$ cat src/rtl/pwm_burst_gen.sv
// pwm_burst_gen
//   Takes the count of the upstream free-running up-counter and turns it into
//   a burst of PWM periods. A start request arms the block; the burst begins
//   at the next counter period boundary and runs for nburst full periods. In
//   each period pwm_out is high while the count is below the latched duty.
//   stop aborts a burst at any time.
//
// Ports
//   clk      in   1           rising-edge system clock
//   rs       in   1           synchronous reset, active-high
//   cnt_in   in   CNT_W       upstream count (+1 per clk, wraps)
//   duty     in   CNT_W+1     high cycles per period, 0..2**CNT_W, taken at start
//   nburst   in   BURST_W     periods per burst, taken at start (0 = ignored)
//   start    in   1           one-cycle burst request
//   stop     in   1           abort the current burst
//   pwm_out  out  1           registered PWM output
//   busy     out  1           burst armed or running
//   done     out  1           one-cycle pulse on normal completion
//   per_cnt  out  BURST_W     periods completed in the current/last burst
module pwm_burst_gen #(
    parameter int CNT_W   = 4,
    parameter int BURST_W = 8
) (
    input  logic               clk,
    input  logic               rs,
    input  logic [CNT_W-1:0]   cnt_in,
    input  logic [CNT_W:0]     duty,
    input  logic [BURST_W-1:0] nburst,
    input  logic               start,
    input  logic               stop,
    output logic               pwm_out,
    output logic               busy,
    output logic               done,
    output logic [BURST_W-1:0] per_cnt
);

    typedef enum logic [1:0] {
        ST_IDLE = 2'd0,
        ST_ARM  = 2'd1,
        ST_RUN  = 2'd2,
        ST_DONE = 2'd3
    } state_t;

    localparam logic [BURST_W-1:0] ONE_B  = BURST_W'(1);
    localparam logic [BURST_W-1:0] ZERO_B = {BURST_W{1'b0}};
    localparam logic [CNT_W-1:0]   ZERO_C = {CNT_W{1'b0}};

    state_t               state_r;
    state_t               next_state_s;
    logic [CNT_W-1:0]     cnt_d_r;
    logic [CNT_W:0]       duty_r;
    logic [BURST_W-1:0]   nburst_r;
    logic [BURST_W-1:0]   per_cnt_r;
    logic [BURST_W-1:0]   per_cnt_next_s;
    logic                 pwm_r;
    logic                 pwm_next_s;
    logic                 load_s;
    logic                 bnd_s;

    // A boundary is the count arriving at zero from a non-zero value: this
    // catches the normal wrap and an upstream counter reset, while a counter
    // parked at zero yields only the first one.
    assign bnd_s = (cnt_in == ZERO_C) && (cnt_d_r != ZERO_C);

    // Next-state, per-period counter and parameter-load decode.
    always_comb begin
        next_state_s   = state_r;
        per_cnt_next_s = per_cnt_r;
        load_s         = 1'b0;
        case (state_r)
            ST_IDLE: begin
                if (start && (nburst != ZERO_B)) begin
                    next_state_s   = ST_ARM;
                    load_s         = 1'b1;
                    per_cnt_next_s = ZERO_B;
                end else begin
                    next_state_s = ST_IDLE;
                end
            end
            ST_ARM: begin
                if (stop) begin
                    next_state_s = ST_IDLE;
                end else if (bnd_s) begin
                    next_state_s   = ST_RUN;
                    per_cnt_next_s = ZERO_B;
                end else begin
                    next_state_s = ST_ARM;
                end
            end
            ST_RUN: begin
                // stop wins over a coincident boundary
                if (stop) begin
                    next_state_s = ST_IDLE;
                end else if (bnd_s) begin
                    if (per_cnt_r == (nburst_r - ONE_B)) begin
                        next_state_s   = ST_DONE;
                        per_cnt_next_s = nburst_r;
                    end else begin
                        next_state_s   = ST_RUN;
                        per_cnt_next_s = per_cnt_r + ONE_B;
                    end
                end else begin
                    next_state_s = ST_RUN;
                end
            end
            ST_DONE: begin
                next_state_s = ST_IDLE;
            end
            default: begin
                next_state_s = ST_IDLE;
            end
        endcase
    end

    // PWM decision for the coming cycle; the compare is widened by one bit so
    // that a duty of 2**CNT_W keeps the output high for the whole period.
    always_comb begin
        pwm_next_s = 1'b0;
        if (next_state_s == ST_RUN) begin
            pwm_next_s = ({1'b0, cnt_in} < duty_r);
        end else begin
            pwm_next_s = 1'b0;
        end
    end

    // State, counter delay, latched burst parameters and PWM register.
    always_ff @(posedge clk) begin
        if (rs) begin
            state_r   <= ST_IDLE;
            cnt_d_r   <= ZERO_C;
            duty_r    <= {(CNT_W+1){1'b0}};
            nburst_r  <= ZERO_B;
            per_cnt_r <= ZERO_B;
            pwm_r     <= 1'b0;
        end else begin
            state_r   <= next_state_s;
            cnt_d_r   <= cnt_in;
            per_cnt_r <= per_cnt_next_s;
            pwm_r     <= pwm_next_s;
            if (load_s) begin
                duty_r   <= duty;
                nburst_r <= nburst;
            end
        end
    end

    assign pwm_out = pwm_r;
    assign busy    = (state_r == ST_ARM) || (state_r == ST_RUN);
    assign done    = (state_r == ST_DONE);
    assign per_cnt = per_cnt_r;

endmodule

$ cat config.mk
export PLATFORM = sky130hd
export DESIGN_NAME = pwm_burst_gen
export DESIGN_NICKNAME = d
export VERILOG_FILES = /design/src/rtl/pwm_burst_gen.sv
export SDC_FILE = /design/constraint.sdc
export NUM_CORES = 1
export LEC_CHECK = 0
export CAP_MARGIN = 40
export CELL_PAD_IN_SITES_DETAIL_PLACEMENT = 2
export CELL_PAD_IN_SITES_GLOBAL_PLACEMENT = 2
export CORE_MARGIN = 4
export CORE_UTILIZATION = 34
export CTS_BUF_LIST = sky130_fd_sc_hd__clkbuf_2 sky130_fd_sc_hd__clkbuf_4 sky130_fd_sc_hd__clkbuf_8
export CTS_CLUSTER_SIZE = 8
export DETAILED_ROUTE_END_ITERATION = 12
export HOLD_SLACK_MARGIN = 0.12
export PLACE_DENSITY = 0.95
export SYNTH_ARGS = -nofsm -noshare
export SYNTH_HDL_FRONTEND = slang
export SYNTH_SLANG_ARGS = --single-unit
$ cat constraint.sdc
create_clock -name clk -period 4.75 [get_ports clk]
set_input_delay 0.95 -clock clk [delete_from_list [all_inputs] [get_ports clk]]
set_output_delay 0.95 -clock clk [all_outputs]
set_load 0.05 [all_outputs]
---- Word level (Yosys, flattened, before mapping) ----
Cells that the tools add are included.
cells by class
  $add $sub $neg .......................... 2
  order comparisons ....................... 1
  equality and inequality tests ........... 10
  mux-type cells .......................... 16
  bitwise gates (word level) .............. 1
  reductions and logical operators ........ 10
operator list
  operator             number
  $mux 8               6
  $pmux 8 s3           1
  $ne 2x2->1 const B   5
  $add 8x1->8 const B  1
  $eq 8x8->1           1
  $mux 2               4
  $pmux 2 s4           1
  $reduce_bool 8->1    1
  $sub 8x1->8 const B  1
  $eq 2x2->1 const B   3
  $reduce_and 6->1     1
  $lt 4x5->1           1
  $logic_not 4->1      1
  $mux 1               4
  $reduce_bool 4->1    1
  $reduce_bool 3->1    1
  $eq 2x1->1 const B   1
  $logic_and 1x1->1    2
  $logic_not 2->1      1
  $reduce_or 2->1      1
  $logic_or 1x1->1     1
  $not 1->1            1
word-level totals
  flip-flop bits (word level) ............. 28
  bits of input ports ..................... 21
  output and inout bits ................... 11
  logic and storage cells ................. 46

---- Depth between registers and ports, before layout ----
Gate-level depths: netlist of the first run.
  depth in word-level cells ............... 9
  mapped depth ............................ 9
  mapped depth without buffers ............ 8

---- Worst setup path before layout of the first run ----
OpenSTA, ideal clock, no wires.
  path kind ............................... input-to-reg
  start point ............................. in cnt_in[1]
  end point ............................... reg per_cnt_r[1], in the netlist per_cnt[1]
  data arrival time ....................... 2.396 ns
  required time ........................... 4.657 ns
  path slack .............................. 2.261 ns
  stages on the path ...................... 6
  buffers on the path ..................... 1
  path through ............................ nor4_1 nand3_1 or4_1 clkbuf_1 a211o_2 o311ai_2
between the ends
  cells in the longest elaborated chain, start to end .. 4
  elaborated cells on any way between the ends .. 5
ends and longest elaborated chain
  item                                   line  source
  from (decl)                            26    input logic [CNT_W-1:0] cnt_in,
  $logic_not 4->1 (*)                    63    assign bnd_s = (cnt_in == ZERO_C) && (cnt_d_r != ZERO_C);
  $logic_and 1x1->1 (*)                  63
  $ne 2x2->1 (no source line)            -
  $reduce_and 6->1 (no source line) (*)  -
  to (signal assigned)                   138   per_cnt_r <= per_cnt_next_s;
  to (decl)                              53    logic [BURST_W-1:0] per_cnt_r;
Mark *: on every way between the ends. The rest lies on a longest branch, timed or not.
A chain may end at the register's enable or synchronous reset.

---- Worst setup path in the final report of the first run ----
  start point ............................. in cnt_in[1]
  end point ............................... reg per_cnt_r[3], in the netlist per_cnt[3]
The elaborated chain is that of the path after synthesis.

==> impl_metrics.yaml, run 1 <==
detailed_routing:
  dr.first_iter.drc_count: 81
  dr.pass1.iters: 4
  drc: 0
  routedWlPerCell_um: 18.71
  viasPerCell: 5.368
  via_count: 1546
  totalWireLength_mm: 5.389
  ant_nets: 0
die:
  dieArea_um2: 6102
  core_area_um2: 4755
  fp-row-count: 25
  boundaryPins: 32
  initial_core_util_pct: 35.16
  die_w_um: 78.12
  die_y_um: 78.12
logic_synthesis:
  yosysSeqAreaShare_pct: 33.53
  avgSynthCellArea_um2: 8.617
  ys_warn_count: 0
  syn_nets: 224
  post_synth_num_cell_types: 41
  yosys.area.top_type_share_pct: 33.53
  async_reset_ff_share_pct: 0
  synth-seq-cells: 28
  synth_cells: 194
  synth_commonest_cells: "dfxtp_1, nor2_1, nand2_1"
  syn_area_um2: 1672
  yosysTopAreaCell: "dfxtp_1"
  synth_edf_count: 0
  synth_area_leaders: "dfxtp_1, ha_1, mux2i_1"
  yosys_most_used_dff: "dfxtp_1"
  yosysMostFrequentCell: "dfxtp_1"
sta:
  max_slew_margin_pct: 43.12
  rsz0062_at_grt: "no"
  slew_violations: 0
  worst_slack_ps: 1549
  hold_violations: 0
  timing.setup.tns_ps: 0
  fmax_mhz: 312.4
  setup_viol: 0
  fin_crit_ps: 3201
  whs_ps: 534.2
  fin_skew_ps: 4.985
  tightest_slew_ps: 850.5
  period_share_pct: 67.38
clock_tree:
  cts_max_path_buffers: 2
  cts_setup_buffers: 0
  cts_tree: "yes"
  clk_latency_ps: 280
  htreeDepth: 1
  cts_made_buffers: 3
  cts.sinks: 28
  path_clk_slew_ps: 100
  postCtsResizedCells: 0
  cts_root_buffer: "clkbuf_8"
  postCtsHoldBufs: 0
cells_and_area:
  syn_to_final_growth_pct: 23.95
  diodes: 0
  drive_above_1_share_pct: 9.955
  nNetsFinal: 253
  post_layout_nonfiller_instances: 288
run_status:
  outcome: "finished clean"
worst_setup_path:
  cp_max_fo: 9
  r2r_slack_ps: 2270
  r2r_cells: 8
  critPathLaunchType: "input pin"
  endpoint_kind: "register"
  crit_type: "input pin to register"
  crit_arrival_ps: 3430
  rr_startpoint: "nburst_r[0]"
  crit_required_ps: 4980
  r2r_end: "pwm_out"
global_route:
  grt_pass1_vias: 1746
  antenna_found_initial: 0
  globalRouteTotalUtil_pct: 17.94
  overflow: 0
  grt_max_degree: 23
  grt_pass1_wl_mm: 8.728
pwr:
  p_sw_mw: 0.1451
  p_leak_nw: 0.7790
  clockPowerShare_pct: 27.5
  swShare_pct: 29.37
  power.share.combinational_pct: 21.1
  internal-power_mw: 0.3490
  cellPowerDensity_nw_per_um2: 238.5
  seq_power_share_pct: 51.4
  ir_worst_vdd_v: 0.0001398
place:
  dp.cells: 284
  gp_congestion: 0.7406
  pre_cts_slack_ps: 1279
  hpwl_mm: 4.317
  port_buffers: 31
hold_path:
  hp-start: "duty_r[0]"
  min_to: "duty_r[0]"
  whs_path_depth: 2
  hp-class: "register to register"
flow_run:
  max_cap_viol_count: 0
-- logic make-up (layout without fill, tap and decap cells) --
kind of cell | after synthesis | after routing | share of synthesized area, %
AO/OA/AOI/OAI | 33 | 33 | 15.42
XOR/XNOR | 10 | 10 | 5.689
adder cells (fa/ha/maj) | 9 | 9 | 6.737
buffers and inverters | 17 | 44 | 4.864
flip-flops | 28 | 28 | 33.53
multiplexers | 9 | 9 | 5.389
AND/OR/NAND/NOR | 88 | 88 | 28.37
-- layout make-up --
cell class                 instances  area [µm²]
tap                               67       83.83
fill                             542        2683
sequential                        28       560.5
inverter                           8       30.03
clock buffer                       3       41.29
multi-input combinational        149        1033
timing repair buffer              33       322.8
-- sequential cells by signal (all words and copies together), names as in the netlist --
name      cells
cnt_d_r       4
duty_r        5
nburst_r      8
per_cnt       8
pwm_out       1
state_r       2
-- worst max path at each step --
stage,start,to,slack [ps]
6_report,cnt_in[1],per_cnt[3],1550
5_1_grt,cnt_in[1],per_cnt[3],1410
4_1_cts,cnt_in[1],per_cnt[5],1540
3_5_place_dp,cnt_in[1],per_cnt[5],1280
3_3_place_gp,nburst[7],per_cnt[1],1520
2_1_floorplan,cnt_in[1],per_cnt[1],2260
-- cell usage in the layout, fill, tap and decap left out, types with 2 or more instances in the layout --
cell,instances
a221o_2,7
xor2_1,5
o21ai_0,4
mux2i_1,9
a21oi_1,8
xnor2_1,4
clkbuf_8,3
or2_2,3
nand2b_1,9
clkdlybuf4s50_1,31
a31oi_1,3
inv_1,8
nand3_1,9
nor2_1,23
and3_1,4
a21o_1,2
nor2b_1,5
nor4_1,5
dfxtp_1,28
nand4_1,6
ha_1,9
or4_1,2
nand2_1,16
-- power by group through the flow --
stage | clock (mW) | combinational (mW) | sequential, mW
2_1_floorplan | 0 | 0.0675 | 0.256
3_3_place_gp | 0 | 0.0961 | 0.258
3_5_place_dp | 0 | 0.105 | 0.260
4_1_cts | 0.137 | 0.105 | 0.254
5_1_grt | 0.148 | 0.114 | 0.255
6_report | 0.136 | 0.104 | 0.254
-- routing by layer --
metal	global-route usage (%)	part of all wire (%)	wire length [µm]
met1	21.32	44	2377
met2	34.25	52	2793
met3	1.720	2.9	158
met4	4.371	1.1	60
met5	0	0	0
-- metrics by stage --
| step | util, % | total power, mW | cell area [µm²] |
|---|---|---|---|
| 4_1_cts | 43.47 | 0.4955 | 2067 |
| 2_1_floorplan | - | 0.3233 | 1672 |
| 3_5_place_dp | 42.61 | 0.3642 | 2026 |
| 5_1_grt | 43.58 | 0.5177 | 2072 |
| 3_3_place_gp | 42.61 | 0.3544 | 2026 |
| 6_report | 43.58 | 0.4942 | 2072 |
-- worst max-delay path, stage by stage --
cell             delay [ps]
clkdlybuf4s50_1         470
nor4_1                  630
nand3_1                 270
or4_1                   660
a221o_2                 380
nand3_1                  70
(Power assumes the default switching activity.)
==> inputs of run 2 (changes only) <==
- CORE_UTILIZATION: 34 -> 29
- PLACE_DENSITY: 0.95 -> 0.88
- clock period: 4.75 -> 2.7 ns (I/O delays scaled with it)
==> run 2 against run 1 <==
- global-route usage is 2.3 points lower
- flip-flop and latch count unchanged
- wire length unchanged
- core utilization fell by 5.2 points
- count of clock-buffer cells in the layout unchanged
- clock power increased by 78%
- sequential share of layout area decreased by 0.68 points
- via count up 0.84%
- non-clock buffer count grew 6
- critical path depth down 3
- cell area is 2.6% higher
- cell count rose by 3.8%
- highest routed layer unchanged
==> impl_metrics.yaml, run 2 (synthesis gave the netlist of run 1 again) <==
run_status:
  outcome: "finished clean"
pwr:
  ir_worst_vdd_v: 0.0001906
  p_sw_mw: 0.2567
  power.share.combinational_pct: 21.1
  p_leak_nw: 0.8088
  seq_power_share_pct: 51.2
  clockPowerShare_pct: 27.7
  swShare_pct: 29.39
  internal-power_mw: 0.6167
  fin_total_pwr_mw: 0.8733
  cellPowerDensity_nw_per_um2: 410.8
clock_tree:
  cts.sinks: 28
  cts_root_buffer: "clkbuf_8"
  cts_made_buffers: 3
  cts_setup_buffers: 0
  clk_latency_ps: 290
  path_clk_slew_ps: 100
  postCtsHoldBufs: 0
  cts_max_path_buffers: 2
  cts_tree: "yes"
  postCtsResizedCells: 0
  htreeDepth: 1
sta:
  rsz0062_at_grt: "no"
  fin_skew_ps: 3.102
  whs_ps: 523.5
  hold_violations: 0
  max_slew_margin_pct: 66.03
  fmax_mhz: 413.6
  slew_violations: 0
  fin_crit_ps: 2418
  setup_viol: 0
  tightest_slew_ps: 508.0
  period_share_pct: 89.54
  timing.setup.tns_ps: 0
  worst_slack_ps: 282.4
cells_and_area:
  post-route-util_pct: 38.37
  most-common-layout-cells: "clkdlybuf4s50_1, dfxtp_1, nor2_1"
  nNetsFinal: 259
  final_cell_area_um2: 2126
  final_common_cell: "clkdlybuf4s50_1"
  syn_to_final_growth_pct: 27.17
  final-seq-area_um2: 560.5
  multi_input_area_um2: 1033
  diodes: 0
  fill_cells: 634
  post_layout_nonfiller_instances: 299
  drive_above_1_share_pct: 12.33
place:
  gp_congestion: 0.8003
  hpwl_mm: 4.153
  placed_area_um2: 2085
  pre_cts_slack_ps: 88.37
  port_buffers: 31
  dp.cells: 296
worst_setup_path:
  crit_required_ps: 2160
  critPathLaunchType: "register"
  crit_arrival_ps: 1880
  endpoint_kind: "output pin"
  crit_type: "register to output pin"
  cp_max_fo: 3
die:
  dieArea_um2: 7043
  die_w_um: 83.92
  initial_core_util_pct: 30.17
  die_y_um: 83.92
  fp-row-count: 27
  core_area_um2: 5540
  boundaryPins: 32
detailed_routing:
  dr.first_iter.drc_count: 46
  dr.pass1.iters: 4
  drc: 0
  totalWireLength_mm: 5.389
  ant_nets: 0
  via_count: 1559
  routedWlPerCell_um: 18.02
  viasPerCell: 5.214
global_route:
  overflow: 0
  globalRouteTotalUtil_pct: 15.69
  antenna_found_initial: 0
  grt_pass1_vias: 1792
  grt_pass1_wl_mm: 8.859
  grt_max_degree: 22
hold_path:
  hp-class: "register to register"
flow_run:
  max_cap_viol_count: 0
[run 2: cell count changes in the layout (fill, tap and decap cells not counted)]
cell / delta
clkbuf_2: -1
buf_4: +7
[run 2: area by class of cell]
type,instances,share of cell area [%]
flip-flops and latches,28,26.37
well taps,72,4.238
repair buffers,39,17.42
multi-input cells,149,48.62
inverters,8,1.413
clock buffers,3,1.942
[run 2: worst paths after layout]
kind,startpoint,to,slack [ps],cells past startpoint
setup / recovery,state_r[0],busy,280,3
setup reg to reg,nburst_r[1],pwm_out,300,9
hold reg to reg,duty_r[4],duty_r[4],520,2
hold / removal,duty_r[4],duty_r[4],520,2
[run 2: power by group through the flow]
stage          clock [mW]  sequential [mW]  combinational, mW
5_1_grt             0.268            0.449              0.204
4_1_cts             0.249            0.447              0.188
3_5_place_dp            0            0.456              0.185
6_report            0.242            0.447              0.185
3_3_place_gp            0            0.454              0.173
2_1_floorplan           0            0.450              0.119
[run 2: critical path, cell delays in order (launching register included)]
cell and delay [ps]:
dfxtp_1 390, inv_1 80, ha_1 310, clkdlybuf4s50_1 810
[run 2: metal layers]
metal | wire, µm | track usage, % | vias to the layer above
li1 | - | - | 754
met1 | 2249 | 17.22 | 768
met2 | 2889 | 30.59 | 30
met3 | 157 | 1.777 | 7
met4 | 92 | 5.409 | 0
met5 | 0 | 0 | -
==> inputs of run 3 (changes only) <==
- SETUP_SLACK_MARGIN: unset -> 0.2
==> run 3 against run 2 <==
- wire length increased by 1.3%
- sequential power about the same
- die area unchanged
- non-clock buffer count increased by 2
- via count increased by 1.2%
- clock skew increased by 0.73 ps
==> impl_metrics.yaml, run 3 (synthesis gave the netlist of run 1 again) <==
cells_and_area:
  nNetsFinal: 261
  most-common-layout-cells: "clkdlybuf4s50_1, dfxtp_1, nor2_1"
  final_cell_area_um2: 2143
  fill_cells: 638
  diodes: 0
  drive_above_1_share_pct: 13.10
  final_common_cell: "clkdlybuf4s50_1"
  syn_to_final_growth_pct: 28.22
pwr:
  cellPowerDensity_nw_per_um2: 408.0
  ir_worst_vdd_v: 0.0001906
  fin_total_pwr_mw: 0.8744
  p_leak_nw: 0.8346
worst_setup_path:
  crit_end: "per_cnt[1]"
  path_cells: "clkdlybuf4s50_1 > nor4_1 > buf_4 > nand3_1 > or4_1 > buf_4 > a211o_2 > o311ai_2"
  crit_type: "input pin to register"
  slowest_stage: "clkdlybuf4s50_1"
  critPathLaunchType: "input pin"
  cp_slowest_stage_delay_ps: 450
  timing.critical_path.mode_cell: "buf_4"
  r2r_end: "pwm_out"
  rr_startpoint: "nburst_r[1]"
  r2r_cells: 9
  startpoint: "cnt_in[1]"
  crit_required_ps: 2900
  crit_arrival_ps: 2530
  r2r_slack_ps: 460
  endpoint_kind: "register"
  cp_max_fo: 9
detailed_routing:
  drc: 0
  viasPerCell: 5.239
  dr.first_iter.drc_count: 37
  ant_nets: 0
  via_count: 1577
  dr.pass1.iters: 4
  routedWlPerCell_um: 18.13
  totalWireLength_mm: 5.457
sta:
  hold_violations: 0
  timing.setup.tns_ps: 0
  fmax_mhz: 429.0
  setup_viol: 0
  slew_violations: 0
  tightest_slew_ps: 510.8
  period_share_pct: 86.34
  max_slew_margin_pct: 65.89
  rsz0062_at_grt: "no"
  fin_skew_ps: 3.829
  fin_crit_ps: 2331
die:
  die_w_um: 83.92
  initial_core_util_pct: 30.17
  dieArea_um2: 7043
  boundaryPins: 32
  die_y_um: 83.92
  core_area_um2: 5540
  fp-row-count: 27
global_route:
  grt_use_met2_pct: 30.59
  busiest_layer: "met2"
  grt_max_degree: 22
  grt_pass1_vias: 1792
  antenna_found_initial: 0
  grt_pass1_wl_mm: 8.859
  overflow: 0
  gr-usage-met3_pct: 1.777
  met1_usage_pct: 17.22
  globalRouteTotalUtil_pct: 15.69
clock_tree:
  cts.sinks: 28
  htreeDepth: 1
  cts_made_buffers: 3
  cts_max_path_buffers: 2
  cts_root_buffer: "clkbuf_8"
  clk_latency_ps: 290
  postCtsHoldBufs: 0
  path_clk_slew_ps: 100
  cts_tree: "yes"
hold_path:
  hp-class: "register to register"
place:
  placed_area_um2: 2085
  port_buffers: 31
  gp_congestion: 0.8003
  hpwl_mm: 4.153
run_status:
  outcome: "finished clean"
flow_run:
  max_cap_viol_count: 0
-- run 3: what timing repair did --
item | CTS | global route
buffers inserted | 0 | 2
setup endpoints to repair | 0 | 7
resized for setup | 0 | 1
-- run 3: worst max-delay path: cells and delay by family --
kind / cells / cell delay [ps]
AOI/OAI and AO/OA: 2 / 340
and+or+nand+nor: 3 / 840
buffers and inverters: 3 / 810
-- run 3: report_power, final --
part | switching [mW] | total [mW] | internal (mW)
Sequential | 0.0180 | 0.447 | 0.429
Combinational | 0.0985 | 0.185 | 0.0868
Clock | 0.141 | 0.242 | 0.101
-- run 3: how the worst min path moves through the flow --
stage,end,cells after the start,start,slack [ps]
3_3_place_gp,duty_r[0],2,duty_r[0],480
3_5_place_dp,duty_r[4],2,duty_r[4],510
6_report,duty_r[4],2,duty_r[4],520
4_1_cts,duty_r[4],2,duty_r[4],540
5_1_grt,duty_r[4],2,duty_r[4],590
2_1_floorplan,duty_r[4],2,duty_r[4],460
-- run 3: cell type report --
type,count,area [µm²],area share (%)
Multi-Input combinational cell,149,1033,48.22
Clock buffer,3,41.29,1.926
Tap cell,72,90.09,4.203
Inverter,8,30.03,1.401
Sequential cell,28,560.5,26.15
Timing Repair Buffer,41,387.9,18.10
-- run 3: routing by layer --
metal	vias up	wire length [µm]
met1	776	2247
met5	-	0
li1	761	-
met2	33	2951
met4	0	92
met3	7	166
-- run 3: stage by stage --
stage / util [%] / hold WS [ps] / setup WS, ps / instances
after CTS: 38.37 / 539.4 / 266.9 / 299
after floorplan: - / 461.1 / 417.6 / 194
final: 38.69 / 523.9 / 368.8 / 301
after global routing: 38.69 / 592.7 / 240.7 / 301
after detailed placement: 37.62 / 512.0 / 88.37 / 296
after global placement: 37.62 / 484.2 / 125.1 / 296
